$ cat config.mk
export PLATFORM = sky130hd
export DESIGN_NAME = shift_reg2d_unloader
export DESIGN_NICKNAME = d
export VERILOG_FILES = /design/src/rtl/shift2d_pkg.sv /design/src/rtl/shift2d_word_counter.sv /design/src/rtl/shift_reg2d_unloader.sv
export SDC_FILE = /design/constraint.sdc
export NUM_CORES = 1
export LEC_CHECK = 0
export BUFFER_PORTS_ARGS = -buffer_cell sky130_fd_sc_hd__buf_2
export CORE_MARGIN = 2
export CORE_UTILIZATION = 40
export DETAILED_ROUTE_END_ITERATION = 7
export GPL_ROUTABILITY_DRIVEN = 0
export GPL_TIMING_DRIVEN = 0
export SLEW_MARGIN = 20
export SYNTH_ARGS = -nofsm -noshare
export SYNTH_HDL_FRONTEND = slang
export SYNTH_SLANG_ARGS = --single-unit
$ cat constraint.sdc
create_clock -name CLK -period 1.65 [get_ports CLK]
set_input_delay 0.165 -clock CLK [delete_from_list [all_inputs] [get_ports CLK]]
set_output_delay 0.165 -clock CLK [all_outputs]
set_load 0.01 [all_outputs]
$ cat src/rtl/shift2d_pkg.sv
// Shared constants for the 2-D word shift register family.
package shift2d_pkg;

   // Default geometry, shared with the 2-D shift register.
   localparam int unsigned DEFAULT_WIDTH = 4;
   localparam int unsigned DEFAULT_DEPTH = 16;

   // State encoding for the unloader FSM.
   localparam logic ST_IDLE  = 1'b0;
   localparam logic ST_SHIFT = 1'b1;

   // Slot holding the oldest word at the default depth.
   localparam int unsigned LAST_SLOT = DEFAULT_DEPTH - 1;

   typedef enum logic {
      StIdle  = ST_IDLE,
      StShift = ST_SHIFT
   } state_e;

   // Index of the oldest slot for an arbitrary depth.
   function automatic int unsigned last_slot(input int unsigned depth);
      return depth - 1;
   endfunction

endpackage

$ cat src/rtl/shift2d_word_counter.sv
// Word counter for a snapshot replay: clears synchronously, counts transfers, flags
// the final word. Saturates at DEPTH-1 rather than wrapping.
module shift2d_word_counter #(
   parameter int unsigned DEPTH = 16
) (
   input  logic clk_i,
   input  logic rst_i,
   input  logic clr_i,
   input  logic inc_i,
   output logic last_o
);

   localparam int unsigned CntW = (DEPTH > 1) ? $clog2(DEPTH) : 1;
   localparam logic [CntW-1:0] CntMax = CntW'(DEPTH - 1);

   logic [CntW-1:0] count_q, count_d;

   assign last_o = (count_q == CntMax);

   // Next count: clear wins over increment; hold once the terminal value is reached.
   always_comb begin
      count_d = count_q;
      if (clr_i) begin
         count_d = '0;
      end else if (inc_i && !last_o) begin
         count_d = count_q + CntW'(1);
      end
   end

   // Count register with synchronous reset.
   always_ff @(posedge clk_i) begin
      if (rst_i) begin
         count_q <= '0;
      end else begin
         count_q <= count_d;
      end
   end

endmodule

$ cat src/rtl/shift_reg2d_unloader.sv
// Parallel-in, word-serial-out unloader: captures a DEPTH x WIDTH snapshot and replays
// it oldest-slot-first under a valid/ready handshake.
module shift_reg2d_unloader
   import shift2d_pkg::*;
#(
   parameter int unsigned WIDTH = DEFAULT_WIDTH,
   parameter int unsigned DEPTH = DEFAULT_DEPTH
) (
   input  logic                   CLK,
   input  logic                   RESET,
   input  logic                   LOAD,
   input  logic [WIDTH*DEPTH-1:0] DATA_IN,
   output logic [WIDTH-1:0]       OUT,
   output logic                   OUT_VALID,
   input  logic                   OUT_READY,
   output logic                   OUT_LAST,
   output logic                   BUSY,
   output logic                   DONE
);

   localparam int unsigned TopSlot = last_slot(DEPTH);

   state_e           state_q, state_d;
   logic [WIDTH-1:0] storage_q [DEPTH];
   logic [WIDTH-1:0] storage_d [DEPTH];
   logic             done_q, done_d;
   logic             cnt_clr, cnt_inc, cnt_last;
   logic             busy;

   shift2d_word_counter #(
      .DEPTH(DEPTH)
   ) u_counter (
      .clk_i (CLK),
      .rst_i (RESET),
      .clr_i (cnt_clr),
      .inc_i (cnt_inc),
      .last_o(cnt_last)
   );

   // Next state: capture on LOAD in idle, shift toward the top slot on each transfer,
   // clear everything and pulse DONE after the final word.
   always_comb begin
      state_d   = state_q;
      storage_d = storage_q;
      done_d    = 1'b0;
      cnt_clr   = 1'b0;
      cnt_inc   = 1'b0;
      unique case (state_q)
         StIdle: begin
            if (LOAD) begin
               for (int k = 0; k < DEPTH; k++) begin
                  storage_d[k] = DATA_IN[k*WIDTH +: WIDTH];
               end
               cnt_clr = 1'b1;
               state_d = StShift;
            end
         end
         StShift: begin
            if (OUT_READY) begin
               if (cnt_last) begin
                  state_d   = StIdle;
                  storage_d = '{default: '0};
                  done_d    = 1'b1;
                  cnt_clr   = 1'b1;
               end else begin
                  for (int k = DEPTH - 1; k > 0; k--) begin
                     storage_d[k] = storage_q[k-1];
                  end
                  storage_d[0] = '0;
                  cnt_inc      = 1'b1;
               end
            end
         end
      endcase
   end

   // State, storage and DONE registers; reset discards any partial snapshot.
   always_ff @(posedge CLK) begin
      if (RESET) begin
         state_q   <= StIdle;
         storage_q <= '{default: '0};
         done_q    <= 1'b0;
      end else begin
         state_q   <= state_d;
         storage_q <= storage_d;
         done_q    <= done_d;
      end
   end

   assign busy      = (state_q == StShift);
   assign BUSY      = busy;
   assign OUT_VALID = busy;
   assign OUT       = busy ? storage_q[TopSlot] : '0;
   assign OUT_LAST  = busy & cnt_last;
   assign DONE      = done_q;

endmodule

== Word level (Yosys, flattened, before mapping) ==
Cells that the tools add are included.
Word-level totals
  memories: 0
  RAM bits: 0
  logic and storage cells: 44
  bits in registers: 70
  output and inout port bits: 8
  bits of input ports: 68
  bits in latches: 0
  bits in read-only memories: 0
Operators by class
  multiply operators: 0
  add/sub/neg operators: 1
  $lt $le $gt $ge: 0
  shifts and indexed selects: 0
  mux-type cells: 14
  divide/modulo/power cells: 0
  reductions and logical operators: 5
  eq/ne operators: 3
  bitwise gates (word level): 2
Operators with widths (number)
  64-bit two-way mux: 2
  64-bit case mux with 2 select lines: 1
  60-bit two-way mux: 1
  1-bit two-way mux: 7
  4-bit by 1-bit adder with 4-bit output (second input constant): 1
  4-bit equality test (second input constant): 1
  4-bit two-way mux: 1
  2-bit != test (second input constant): 2
  1-bit case mux with 2 select lines: 2
  2-bit OR reduction: 2
  2-bit AND reduction: 1
  1-bit bitwise AND: 1
  1-bit logical AND: 1
  1-bit zero test: 1
  1-bit inverter: 1

== Depth between registers and ports, before layout ==
Gate-level depths: netlist of run 1.
  depth after elaboration: 5
  depth in mapped cells: 6

== Hierarchy ==
A second synthesis of run 1 with hierarchy kept.
Second synthesis, totals
  cells, all modules: 389
  area total of the unflattened synthesis: 4227.8 µm²
By module, submodules not included
  shift_reg2d_unloader: area an instance 4016.4 µm², cells each 367, times used 1
  shift2d_word_counter: area an instance 211.5 µm², cells each 22, times used 1

== Worst setup path after synthesis of run 1 ==
OpenSTA, ideal clock, no wires.
  kind: reg2reg
  start: register state_q, in the netlist BUSY
  end: register storage_q[0] (netlist bit)
  data arrival time: 1.196 ns
  stages on the path, launching flop included: 6
  setup slack: 0.308 ns
  period minus slack after synthesis: 1.342 ns
  data required time: 1.504 ns
  buffers on the path: 2
  path through: dfxtp_1 > buf_4 > mux2_4 > buf_2 > nor2_1 > a211oi_2
On the way
  longest elaborated chain between the ends: 3
  elaborated cells between the ends (all ways): 5
  those cells by class: eq/ne (2); mux (1); bitwise (1); reduce/logical (1)
RTL lines
  from (decl): line shift_reg2d_unloader.sv:23  | state_e state_q, state_d;
  from (signal assigned): line shift_reg2d_unloader.sv:80  | state_q <= StIdle;
  from (signal assigned): line shift_reg2d_unloader.sv:84  | state_q <= state_d;
  1-bit inverter
  2-bit != test (no line)
  2-bit AND reduction (no line)
  to (signal assigned): line shift_reg2d_unloader.sv:85  | storage_q <= storage_d;
  to (decl): line shift_reg2d_unloader.sv:24  | logic [WIDTH-1:0] storage_q [DEPTH];
Several ways; a longest one is shown, not always the timed one.
A chain may end at the register's enable or synchronous reset.

== Final worst setup path of run 1 ==
  start: register u_counter.count_q[0]
  end: output OUT_LAST
On the way
  longest elaborated chain between the ends: 2
RTL lines
  from (decl): line shift2d_word_counter.sv:16  | logic [CntW-1:0] count_q, count_d;
  from (signal assigned): line shift2d_word_counter.sv:35  | count_q <= count_d;
  4-bit equality test: line shift2d_word_counter.sv:18  | assign last_o = (count_q == CntMax);
  1-bit bitwise AND: line shift_reg2d_unloader.sv:94  | assign OUT_LAST = busy & cnt_last;
  to (decl): line shift_reg2d_unloader.sv:16  | output logic OUT_LAST,
Every way passes these cells.

==> flow_metrics.tcl, run 1 <==
set metrics [dict create \
    status "complete, no violations" \
    syn_avg_cell_area_um2 8.63 \
    drive_gt1_share_pct 35.9 \
    finClkSkew_ns 0.0103 \
    multi_input_area_um2 1760 \
    fin_tns_setup_ns 0 \
    synthCells 395 \
    nNetsFinal 549 \
    slew_violations 0 \
    ir_drop_mv 0.461 \
    fin_crit_ns 1.57 \
    fin_util_pct 50.2 \
    h-tree-depth 3 \
    p_per_area_nw_per_um2 938 \
    cp-startpoint "u_counter.count_q[0]" \
    fmax_mhz 639 \
    r2r_slack_ns 0.13 \
    holdPathStages 3 \
    cp.required_ns 1.48 \
    clkSinkCount 70 \
    endpoint "OUT_LAST" \
    setup_viol 0 \
    tightestPinTransition_ns 0.727 \
    synth_seq_cells 70 \
    syn_nets 464 \
    placed_cell_area_um2 3910 \
    n_antenna_cell 0 \
    synth.cell_area_um2 3410 \
    insertion_delay_ns 0.35 \
    root_buffer "clkbuf_8" \
    core_um2 8220 \
    antenna_found_initial 0 \
    drv_cap 0 \
    grt_usage_pct 20.0 \
    crit_fanout 10 \
    r2r_cells 6 \
    seq_area_frac_synth_pct 41.1 \
    grt_pass1_vias 3034 \
    synth.area.top_cells "dfxtp_1, a211oi_2, nand3_1" \
    cts.clk_slew.worst_paths_ns 0.07 \
    final_cells 590 \
    overflow 0 \
    dpl.cell_count 575 \
    synth.largest_area_cell "dfxtp_1" \
    crit_path_end_kind "output port" \
    regToRegStartpoint "u_counter.count_q[0]" \
    hpwl_mm 6.22 \
    cp-start-kind "flop" \
    floorplan.initialDensity_pct 41.5 \
    drt-initial-drc-count 135 \
    syn_to_final_growth_pct 21.0 \
    num_vias 3147 \
    avgRoutedWirePerCell_um 14.8 \
    wl_mm 8.75 \
    r2r-end "storage_q[32]" \
    fin_total_pwr_mw 3.87 \
    fill_cells 829 \
    relSlewSlack_pct 51.5 \
    hold_viol 0 \
    ys_warn_count 0 \
    die_w_um 96.3 \
    num_io_pins 76 \
    synth_cell_type_count 29 \
    leakage_nw 1.57 \
    num_rows 33 \
    fin_crit_sh_pct 94.9 \
    crit_arrival_ns 1.40 \
    synth_top_area_share_pct 41.1 \
    detail_route.vias_per_cell 5.33 \
    rsz0062_at_grt "false" \
    grt_pass1_wl_mm 14.3 \
    drcViolationCount 0 \
    cts.path.max_buffers 2 \
    drt_first_pass_iters 4 \
    die-area_um2 9270 \
    die_h_um 96.3 \
    seqCellArea_um2 1410 \
    port_buffers 75 \
    final_area_um2 4120 \
    ant_nets 0 \
    numCtsBuffers 9 \
    cts_tree "done" \
    post-cts-setup-buffer-count 0 \
    grt_max_degree 20 \
    path_class "flop to output port" \
    hold_class "input pin to flop" \
]
[worst min-delay path by stage]
stage | startpoint | end | slack (ns)
finish | DATA_IN[2] | storage_q[62] | 0.07
global route | DATA_IN[1] | storage_q[61] | 0.07
CTS | DATA_IN[2] | storage_q[62] | 0.06
detailed placement | DATA_IN[2] | storage_q[62] | 0.43
global placement | DATA_IN[2] | storage_q[62] | 0.43
floorplan | DATA_IN[0] | storage_q[60] | 0.30
[report_power, final]
group | leakage [nW] | switching [mW] | total [mW] | internal, mW
registers | 0.582 | 0.0763 | 1.91 | 1.84
logic | 0.907 | 0.395 | 0.701 | 0.306
clock network | 0.0841 | 0.678 | 1.26 | 0.577
total | 1.57 | 1.15 | 3.87 | 2.72
[flip-flops by register name, indices dropped and copies added, names as in the netlist]
register and cells:
u_counter.count_q 4, BUSY 1, DONE 1, storage_q 64
[logic make-up (layout without fill, tap and decap cells)]
logic type	count (synthesis)	in the layout	synth area share, %
compound gates	128	128	30.0
xor+xnor	1	1	0.257
fa+ha+maj	1	1	0.367
buf+inv	44	134	7.60
flops	70	70	41.1
mux	1	1	0.441
simple gates	150	150	20.2
[cells in the mapped netlist]
cell and n:
a211oi_1 14, a211oi_2 46, a21oi_1 6, a31oi_1 1
and2_1 4, buf_1 1, buf_2 15, buf_4 6
buf_6 7, clkbuf_1 14, dfxtp_1 70, ha_1 1
inv_1 1, mux2_4 1, nand2_1 7, nand2_4 1
nand2b_1 1, nand2b_2 1, nand3_1 68, nand4_1 1
nor2_1 63, nor2b_1 1, nor3_1 1, o21ai_0 14
o21ai_1 46, o22ai_1 1, or3_1 1, or3b_1 1
xor2_1 1
[final cells by class]
class,count,share of cell area (%)
Multi-Input combinational cell,281,42.6
Inverter,1,0.0910
Buffer,42,6.62
Tap cell,105,3.19
Clock inverter,6,0.910
Timing Repair Buffer,75,9.10
Clock buffer,10,3.34
Sequential cell,70,34.1
[worst max-delay path: stages, from the launching register on]
cell and delay [ns]:
dfxtp_4 0.36, ha_2 0.20, nand3_2 0.11, buf_8 0.16
nor2_2 0.09, buf_2 0.14
[placed cells by master (no fill, tap or decap), types with 2 or more instances in the layout]
cell | netlist | layout
clkinv_2 | 0 | 3
a211oi_2 | 46 | 46
buf_2 | 15 | 89
o21ai_1 | 46 | 46
nor2_1 | 63 | 62
buf_4 | 6 | 4
clkinvlp_4 | 0 | 3
and2_1 | 4 | 4
buf_8 | 0 | 2
dfxtp_1 | 70 | 67
a211oi_1 | 14 | 14
nand2_1 | 7 | 7
clkbuf_1 | 14 | 13
nand3_1 | 68 | 67
buf_6 | 7 | 8
dfxtp_2 | 0 | 2
clkbuf_8 | 0 | 10
a21oi_1 | 6 | 6
o21ai_0 | 14 | 14
[layer usage]
layer / global-route usage [%] / share of wire (%) / vias up
met5: 0 / 0 / -
met4: 7.98 / 1.4 / 0
met3: 4.15 / 4.5 / 9
met2: 32.0 / 47 / 66
met1: 26.4 / 47 / 1477
li1: - / - / 1595
[through the flow]
stage | setup slack [ns] | hold slack [ns]
4_1_cts | 0.0111 | 0.0596
2_1_floorplan | 0.308 | 0.301
6_report | 0.0842 | 0.0675
3_5_place_dp | 0.120 | 0.433
5_1_grt | 0.0238 | 0.0729
3_3_place_gp | 0.126 | 0.425
[what timing repair did]
item                                    4_1_cts  5_1_grt
gates resized for setup                       6        8
pin swaps                                     0        0
hold endpoints to repair                      0        0
endpoints found under the setup margin        5        3
hold buffers                                  0        0
No activity file was read; power rests on OpenSTA's default activity.
==> run 2: changes to the inputs <==
Settings changed: ABC_AREA set to 1.
==> run 2 against run 1 <==
Net effect:
- combinational power decreased by 23%
- global-route usage decreased by 0.24 points
- register-to-register slack improved by 0.07 ns
- hold slack improved by 0.0043 ns
- cell count increased by 0.68%
- area after synthesis decreased by 11%
- clock-buffer cell count increased by 3
- first-iteration DRC count decreased by 43%
- critical path type unchanged
- largest cell class unchanged
==> flow_metrics.tcl, run 2 <==
set metrics [dict create \
    cts.clk_slew.worst_paths_ns 0.07 \
    drcViolationCount 0 \
    die-area_um2 8330 \
    grt_usage_pct 19.8 \
    nNetsFinal 561 \
    num_io_pins 76 \
    ir_drop_mv 0.422 \
    endpoint "OUT_LAST" \
    synthCells 406 \
    status "complete, no violations" \
    final_cells 594 \
    core_um2 7330 \
    synth_ff_type "dfxtp_1" \
    yosysMostFrequentCell "dfxtp_1" \
    n_antenna_cell 0 \
    hold_ws_ns 0.0718 \
    crit_arrival_ns 1.38 \
    final_cell_mix "buf_2, dfxtp_1, a21oi_1" \
    synth.area.top_cells "dfxtp_1, a21oi_1, nand3_1" \
    power_frac_seq_pct 51.6 \
    grt_max_degree 11 \
    p_sw_mw 0.994 \
    layout_commonest_cell "buf_2" \
    slew_violations 0 \
    top_regs "storage_q (64), u_counter.count_q (4)" \
    r2r_slack_ns 0.20 \
    die_h_um 91.3 \
    synth.largest_area_cell "dfxtp_1" \
    syn_avg_cell_area_um2 7.50 \
    syn_to_final_growth_pct 23.0 \
    dpl.cell_count 580 \
    final_area_um2 3750 \
    holdPathStages 2 \
    wl_mm 8.17 \
    clkSinkCount 70 \
    fin_tns_setup_ns 0 \
    multi_input_area_um2 1420 \
    detail_route.vias_per_cell 5.28 \
    grt_pass1_vias 2911 \
    num_vias 3139 \
    power_frac_comb_pct 14.5 \
    avgRoutedWirePerCell_um 13.8 \
    synth_seq_cells 70 \
    finClkSkew_ns 0.00431 \
    ys_top_cells_by_count "dfxtp_1, a21oi_1, nand3_1, o21ai_0, o21ai_1" \
    num_rows 31 \
    internal_power_mw 2.71 \
    placed_cell_area_um2 3550 \
    swShare_pct 26.8 \
    ant_nets 0 \
    path_class "flop to output port" \
    crit_path_end_kind "output port" \
    antenna_found_initial 0 \
    seqCellArea_um2 1410 \
    largest_reg_flops 64 \
    drt_first_pass_iters 4 \
    crit_chain "ha_2, nand3_2, buf_6, nor2_1, buf_2" \
    cp-start-kind "flop" \
    synth.cell_area_um2 3050 \
    numCtsBuffers 9 \
    synth_top_area_share_pct 46.0 \
    largest_register "storage_q" \
    rsz0062_at_grt "false" \
    p_per_area_nw_per_um2 989 \
    cp.required_ns 1.48 \
    ctsHoldBuffers 0 \
    synth_cell_type_count 19 \
    hpwl_mm 5.78 \
    seq_area_frac_synth_pct 46.0 \
    cts-resized-gates 7 \
    regToRegStartpoint "u_counter.count_q[0]" \
    setup_viol 0 \
    ys_warn_count 0 \
    r2r_cells 6 \
    r2r-end "storage_q[53]" \
    critPathSlowestCell "dfxtp_2" \
    insertion_delay_ns 0.34 \
    power.clock.fraction_pct 33.8 \
    drv_cap 0 \
    fin_util_pct 51.1 \
    tightestPinTransition_ns 0.416 \
    floorplan.initialDensity_pct 41.6 \
    post-cts-setup-buffer-count 0 \
    crit_fanout 10 \
    fin_crit_ns 1.55 \
    leakage_nw 1.54 \
    die_w_um 91.3 \
    grt_pass1_wl_mm 13.4 \
    cts_tree "done" \
    synth_edf_count 0 \
    hold_class "input pin to flop" \
    relSlewSlack_pct 72.3 \
    cp-startpoint "u_counter.count_q[0]" \
    hold_viol 0 \
    async_flop_share_pct 0 \
    slowest_delay_ns 0.36 \
    fill_cells 756 \
    root_buffer "clkbuf_8" \
    h-tree-depth 3 \
    cts.path.max_buffers 2 \
    fin_crit_sh_pct 93.9 \
    overflow 0 \
    drive_gt1_share_pct 24.8 \
    syn_nets 475 \
    drt-initial-drc-count 77 \
    port_buffers 75 \
    fmax_mhz 646 \
]
## run 2: cell types whose count changed in the layout (fill, tap and decap cells not counted), sizes merged, moves of 3 or more
cell / previous run / this run
a21oi: 6 / 66
inv: 1 / 11
a211oi: 60 / 0
nand2: 8 / 25
nor2: 63 / 5
and2: 4 / 0
clkinvlp: 3 / 0
o21ai: 60 / 121
nand3: 68 / 64
## run 2: layout make-up
cell class / instances / share of cell area (%)
plain buffers: 39 / 5.44
clock inverters: 1 / 0.134
repair buffers: 75 / 10.0
multi-input cells: 285 / 37.9
well taps: 99 / 3.31
flip-flops and latches: 70 / 37.5
inverters: 12 / 1.20
clock buffers: 13 / 4.51
## run 2: power groups by stage
stage	combinational [mW]	sequential [mW]	clock [mW]
after global placement	0.528	1.95	0
after floorplan	0.352	1.93	0
after global routing	0.614	1.93	1.36
after detailed placement	0.536	1.95	0
final	0.539	1.91	1.25
after CTS	0.543	1.91	1.27
## run 2: logic make-up (layout without fill, tap and decap cells)
kind of cell | count (synthesis) | in the layout | share of synthesized area [%]
buf+inv | 51 | 140 | 7.64
flops | 70 | 70 | 46.0
simple gates | 96 | 96 | 14.9
compound gates | 188 | 188 | 31.0
fa+ha+maj | 1 | 1 | 0.411
## run 2: worst min-delay path by stage
stage,start,endpoint
floorplan,RESET,storage_q[60]
global placement,RESET,storage_q[62]
detailed placement,LOAD,BUSY
CTS,RESET,storage_q[63]
global route,RESET,storage_q[63]
finish,LOAD,BUSY
## run 2: worst max-delay path, delay by kind of cell (launching register included)
| family | cells | cell delay, ns |
|---|---|---|
| and+or+nand+nor | 2 | 0.19 |
| buffers and inverters | 2 | 0.29 |
| DFF | 1 | 0.36 |
| adders and majority gates | 1 | 0.22 |
## run 2: through the flow
step / worst slack (ns) / total power [mW]
detailed placement: 0.162 / 2.49
global placement: 0.175 / 2.47
finish: 0.101 / 3.71
floorplan: 0.413 / 2.28
CTS: 0.0270 / 3.72
global route: 0.000295 / 3.90
## run 2: layer usage
layer	global-route usage (%)	part of all wire, %
met1	27.5	49
met2	30.0	45
met3	3.73	4.6
met4	8.46	1.0
met5	0	0
